<file path="src/rtl/m1_frame_sequencer_if.sv">
// Handshake and serial bundle between the frame timing side, the M1 word
// filler and the M16 serializer. The sequencer uses the slave view; whoever
// drives frame requests and returns filler words uses the master view.
interface m1_frame_sequencer_if;
    logic        enable;
    logic        frameStart;
    logic [11:0] dataWord;
    logic        bufGetWord;
    logic [6:0]  bufRdPointer;
    logic        serOut;
    logic        serEn;
    logic        busy;
    logic        frameDone;
    logic        frameOverrun;

    modport master (
        output enable,
        output frameStart,
        output dataWord,
        input  bufGetWord,
        input  bufRdPointer,
        input  serOut,
        input  serEn,
        input  busy,
        input  frameDone,
        input  frameOverrun
    );

    modport slave (
        input  enable,
        input  frameStart,
        input  dataWord,
        output bufGetWord,
        output bufRdPointer,
        output serOut,
        output serEn,
        output busy,
        output frameDone,
        output frameOverrun
    );
endinterface

</file>
<file path="src/rtl/m1_frame_sequencer.sv">
// M1 frame sequencer: walks slots 0..127 of one telemetry frame per accepted
// frame request, fetching each 12-bit word from the filler and shifting it out
// MSB-first, each bit held for BIT_DIV clocks.
module m1_frame_sequencer #(
    parameter int BIT_DIV = 4
) (
    input logic                 clk,
    input logic                 reset,
    m1_frame_sequencer_if.slave bus
);

    typedef enum logic [1:0] {
        IDLE  = 2'd0,
        FETCH = 2'd1,
        WAIT  = 2'd2,
        SHIFT = 2'd3
    } state_t;

    // Divider counts 0..BIT_DIV-1; the last value ends the current bit.
    localparam logic [7:0] DIV_LAST = 8'(BIT_DIV - 1);
    localparam logic [6:0] LAST_SLOT = 7'd127;

    state_t      state_reg, state_next;
    logic [6:0]  ptr_reg, ptr_next;
    logic [11:0] shift_reg, shift_next;
    logic [3:0]  bit_cnt_reg, bit_cnt_next;
    logic [7:0]  div_reg, div_next;
    logic        busy_reg, busy_next;
    logic        done_reg, done_next;

    logic        accept;

    // A request is taken only from IDLE once the previous frame has fully
    // retired; busy stays high through the frameDone cycle, so a request in
    // that cycle is an overrun rather than a new frame.
    assign accept = bus.frameStart && bus.enable && !busy_reg;

    // State and datapath registers.
    always_ff @(posedge clk or posedge reset) begin
        if (reset) begin
            state_reg   <= IDLE;
            ptr_reg     <= '0;
            shift_reg   <= '0;
            bit_cnt_reg <= '0;
            div_reg     <= '0;
            busy_reg    <= 1'b0;
            done_reg    <= 1'b0;
        end else begin
            state_reg   <= state_next;
            ptr_reg     <= ptr_next;
            shift_reg   <= shift_next;
            bit_cnt_reg <= bit_cnt_next;
            div_reg     <= div_next;
            busy_reg    <= busy_next;
            done_reg    <= done_next;
        end
    end

    // Next-state logic: fetch, wait one cycle for the filler, then shift 12 bits.
    always_comb begin
        state_next   = state_reg;
        ptr_next     = ptr_reg;
        shift_next   = shift_reg;
        bit_cnt_next = bit_cnt_reg;
        div_next     = div_reg;
        busy_next    = busy_reg;
        done_next    = 1'b0;

        case (state_reg)
            IDLE: begin
                // Also retires the busy flag held through the frameDone cycle.
                busy_next = 1'b0;
                if (accept) begin
                    state_next = FETCH;
                    ptr_next   = '0;
                    busy_next  = 1'b1;
                end
            end

            FETCH: begin
                state_next = WAIT;
            end

            WAIT: begin
                // Filler word is valid during this cycle.
                shift_next   = bus.dataWord;
                bit_cnt_next = 4'd11;
                div_next     = '0;
                state_next   = SHIFT;
            end

            SHIFT: begin
                if (div_reg == DIV_LAST) begin
                    div_next = '0;
                    if (bit_cnt_reg == 4'd0) begin
                        if (ptr_reg == LAST_SLOT) begin
                            state_next = IDLE;
                            done_next  = 1'b1;
                        end else begin
                            ptr_next   = ptr_reg + 7'd1;
                            state_next = FETCH;
                        end
                    end else begin
                        shift_next   = {shift_reg[10:0], 1'b0};
                        bit_cnt_next = bit_cnt_reg - 4'd1;
                    end
                end else begin
                    div_next = div_reg + 8'd1;
                end
            end

            default: begin
                state_next = IDLE;
            end
        endcase
    end

    assign bus.bufGetWord   = (state_reg == FETCH);
    assign bus.bufRdPointer = ptr_reg;
    assign bus.serEn        = (state_reg == SHIFT);
    assign bus.serOut       = (state_reg == SHIFT) && shift_reg[11];
    assign bus.busy         = busy_reg;
    assign bus.frameDone    = done_reg;
    // Overrun is flagged in the same cycle the unwanted request is sampled.
    assign bus.frameOverrun = bus.frameStart && busy_reg;

endmodule

</file>
<file path="src/flat_wrapper.sv">
// flat-port wrapper written by rule: the top's interface ports become plain ports
module m1_frame_sequencer_flat 
#(
    parameter int BIT_DIV = 4
)
  (clk, reset, bus_enable, bus_frameStart, bus_dataWord, bus_bufGetWord, bus_bufRdPointer, bus_serOut, bus_serEn, bus_busy, bus_frameDone, bus_frameOverrun);
  m1_frame_sequencer_if bus_i ();
  input logic clk;
  input logic reset;
  input wire logic [$bits(bus_i.enable)-1:0] bus_enable;
  input wire logic [$bits(bus_i.frameStart)-1:0] bus_frameStart;
  input wire logic [$bits(bus_i.dataWord)-1:0] bus_dataWord;
  output wire logic [$bits(bus_i.bufGetWord)-1:0] bus_bufGetWord;
  output wire logic [$bits(bus_i.bufRdPointer)-1:0] bus_bufRdPointer;
  output wire logic [$bits(bus_i.serOut)-1:0] bus_serOut;
  output wire logic [$bits(bus_i.serEn)-1:0] bus_serEn;
  output wire logic [$bits(bus_i.busy)-1:0] bus_busy;
  output wire logic [$bits(bus_i.frameDone)-1:0] bus_frameDone;
  output wire logic [$bits(bus_i.frameOverrun)-1:0] bus_frameOverrun;
  assign bus_i.enable = bus_enable;
  assign bus_i.frameStart = bus_frameStart;
  assign bus_i.dataWord = bus_dataWord;
  assign bus_bufGetWord = bus_i.bufGetWord;
  assign bus_bufRdPointer = bus_i.bufRdPointer;
  assign bus_serOut = bus_i.serOut;
  assign bus_serEn = bus_i.serEn;
  assign bus_busy = bus_i.busy;
  assign bus_frameDone = bus_i.frameDone;
  assign bus_frameOverrun = bus_i.frameOverrun;
  m1_frame_sequencer #(.BIT_DIV(BIT_DIV)) u_core (.clk(clk), .reset(reset), .bus(bus_i));
endmodule
</file>
<file path="config.mk">
export PLATFORM = sky130hd
export DESIGN_NAME = m1_frame_sequencer_flat
export DESIGN_NICKNAME = d
export VERILOG_FILES = /design/src/rtl/m1_frame_sequencer_if.sv /design/src/rtl/m1_frame_sequencer.sv /design/src/flat_wrapper.sv
export SDC_FILE = /design/constraint.sdc
export NUM_CORES = 1
export LEC_CHECK = 0
export ABC_CLOCK_PERIOD_IN_PS = 4500
export CORE_MARGIN = 4
export CORE_UTILIZATION = 50
export CTS_CLUSTER_DIAMETER = 200
export DETAILED_ROUTE_END_ITERATION = 16
export DONT_BUFFER_PORTS = 1
export HOLD_SLACK_MARGIN = 0.05
export SLEW_MARGIN = 25
export SYNTH_ARGS = -nofsm -noshare
export SYNTH_HDL_FRONTEND = slang
export SYNTH_SLANG_ARGS = --single-unit
</file>
<file path="constraint.sdc">
create_clock -name clk -period 4.5 [get_ports clk]
set_input_delay 0.675 -clock clk [delete_from_list [all_inputs] [get_ports clk]]
set_output_delay 0.675 -clock clk [all_outputs]
set_load 0.01 [all_outputs]
</file>
==> results by group <==
Yosys
  – Synth Register Bits: 35
  – EDFF count, synth: 0
  – Mean Syn Cell Area: 9.32 µm²
  – Leading area contributor after synthesis: dfrtp_1
  – Post-Syn Instances: 200
  – Synth Flop Type: dfrtp_1
  – Syn_nets: 225
  – Synth area leaders: dfrtp_1, ha_1, nor3_1
  – Synth warnings: 0
  – Synth top cells by count: dfrtp_1, nor2_1, nor3_1
  – Post-synth top area share: 0.470
  – Syn Std Cell Area: 1860 µm²
  – Netlist cell types: 39
  – Post-synthesis async set-or-reset flop share: 1.00
  – Most frequent cell after synthesis: dfrtp_1
  – Sequential share of the synthesized area: 0.470

Worst setup path
  – CP max FO: 21
  – CP Launch Type: flop
  – Required time worst endpoint: 4700 ps
  – Worst Path Arrival: 2700 ps
  – Critical-path top delay cell: ha_1
  – Crit path kind: reg2reg
  – Cell family with most CP delay: compound AO/OA/AOI/OAI gates
  – Worst-path cell chain: ha_1 > clkinv_1 > a21oi_1 > a21oi_1 > o2bb2ai_1
  – Slowest stage delay, CP: 690 ps
  – Most used cell, CP: a21oi_1
  – Flop2flop setup slack: 2000 ps
  – WP buf/inv: 1
  – CP Capture Type: flop

Detailed routing
  – Met2 wire len: 2030 µm
  – Via density: 6.18
  – Starting DRC count in detailed routing: 94
  – Routed vias: 1,527
  – Top routing layer used: met4
  – Drt wl/cell: 16.1 µm
  – 1st-pass router iterations: 4
  – Number of remaining DRC errors: 0
  – DR WL met3: 197 µm
  – ANT nets after route: 0
  – Final wirelength: 3980 µm
  – M1 WL: 1710 µm

Floorplanning
  – Initial Util: 0.538
  – # rows: 21
  – Num ports: 29
  – Die area: 4770 µm²
  – Chip width: 69.1 µm
  – Core area: 3470 µm²
  – Die height: 69.1 µm

Place
  – Final GP Congestion: 0.787
  – Dpl hpwl: 2730 µm
  – PortBufs: 0

Clock tree
  – H-tree depth: 2
  – Clk slew on worst S/H paths: 80 ps
  – CTS max path bufs: 2
  – CTS Root Cell: clkbuf_8
  – CTS tree: yes
  – Post CTS Setup Buffer Count: 0
  – Worst-skew pair later-pin latency: 280 ps
  – Total CTS buffers: 5
  – Post_cts resized: 0
  – Clock sinks: 35
  – Hold-fix buffers, CTS: 0

Layout
  – Layout fillers: 327
  – Max reg flops: 12
  – ANT cells: 0
  – Final net count: 225
  – Area Growth Syn to Fin: 8.26%
  – Layout cells sized above 1: 0.0796

Power and ir drop
  – Worst IR Drop VDD: 0.207 mV
  – Leak pwr: 0.959 nW
  – Pwr Density: 306 nW/µm²
  – Total power: 0.617 mW

Global routing
  – Initial antenna violation count: 0
  – Number of global-route vias before repair: 1,523
  – Largest net degree at the start of global routing: 36
  – Grt ovf: 0
  – First-pass GRT wire length: 6830 µm
  – Gr usage total: 0.174

Outcome
  – Status: completed

Timing
  – Min Tclk post-route: 2500 ps
  – Fmax: 401 MHz
  – Worst Tran Pin Value: 778 ps
  – RSZ-0062 raised after global routing: no
  – Final setup fails: 0
  – Pins Over Slew Limit: 0
  – Final period util: 0.555
  – Fin Clk Skew: 11.5 ps
  – Final hold violation count: 0
  – Final setup TNS: 0 ps
  – Max-slew headroom: 0.481

Flow run
  – Max cap viols: 0

Min path
  – Hold WC Path Type: in2async
stage by stage:
step	std cells	hold slack (ps)	setup WS, ps	util	instance area, µm²
4_1_cts	247	388	2030	0.581	2020
3_3_place_gp	239	487	2100	0.547	1900
2_1_floorplan	200	461	2150	-	1860
3_5_place_dp	239	495	2030	0.547	1900
6_report	247	369	2000	0.582	2020
5_1_grt	247	411	1790	0.582	2020
cell usage in the layout (no fill, tap or decap), types with 2 or more instances in the layout:
cell and n:
and4_1 2, and3_1 2, a211o_1 2, mux2_2 3
ha_1 9, inv_1 9, a31oi_1 2, a221o_1 3
clkbuf_8 6, and2_1 3, mux2i_1 2, o22ai_1 13
nand2_1 15, nand3_1 7, o21ai_0 10, nor2_1 23
a21oi_1 5, a22o_1 2, nand4_1 2, nor3_1 19
dfrtp_1 35, or3_1 4, a211oi_1 4
path summary, 6_finish.rpt:
check | startpoint | to | cells after the start
max | u_core.state_reg[1] | u_core.div_reg[4] | 5
min | reset | u_core.bus.bufRdPointer[0] | 2
max reg2reg | u_core.state_reg[1] | u_core.div_reg[4] | 5
min reg2reg | u_core.shift_reg[11] | u_core.shift_reg[11] | 2
max in group asynchronous | reset | u_core.shift_reg[1] | 2
min in group clk | u_core.shift_reg[11] | u_core.shift_reg[11] | 2
power by group:
group / switching (mW) / internal, mW
clock: 0.113 / 0.179
sequential: 0.000210 / 0.315
combinational: 0.00740 / 0.00192
total: 0.121 / 0.496
cell families (layout without fill, tap and decap cells):
family | Yosys count | after routing | share of synthesized area
compound gates | 45 | 45 | 0.159
xor+xnor | 2 | 2 | 0.00940
fa+ha+maj | 9 | 9 | 0.0604
buf+inv | 18 | 19 | 0.0369
flops | 35 | 35 | 0.470
mux | 5 | 5 | 0.0289
simple gates | 86 | 86 | 0.236
layer usage:
metal  up-vias  track usage
met4         0       0.0651
met2        55        0.303
li1        729            -
met3         6       0.0451
met5         -            0
met1       737        0.203
layout make-up:
class                           instances  area, µm²  area share
Multi-Input combinational cell        147        922       0.457
Sequential cell                        35        876       0.434
Clock buffer                            6       82.6      0.0409
Tap cell                               46       57.6      0.0285
Inverter                               10       37.5      0.0186
Clock inverter                          2       35.0      0.0174
Timing Repair Buffer                    1       7.51     0.00372
Note: power is estimated with default switching activity, not from simulation.
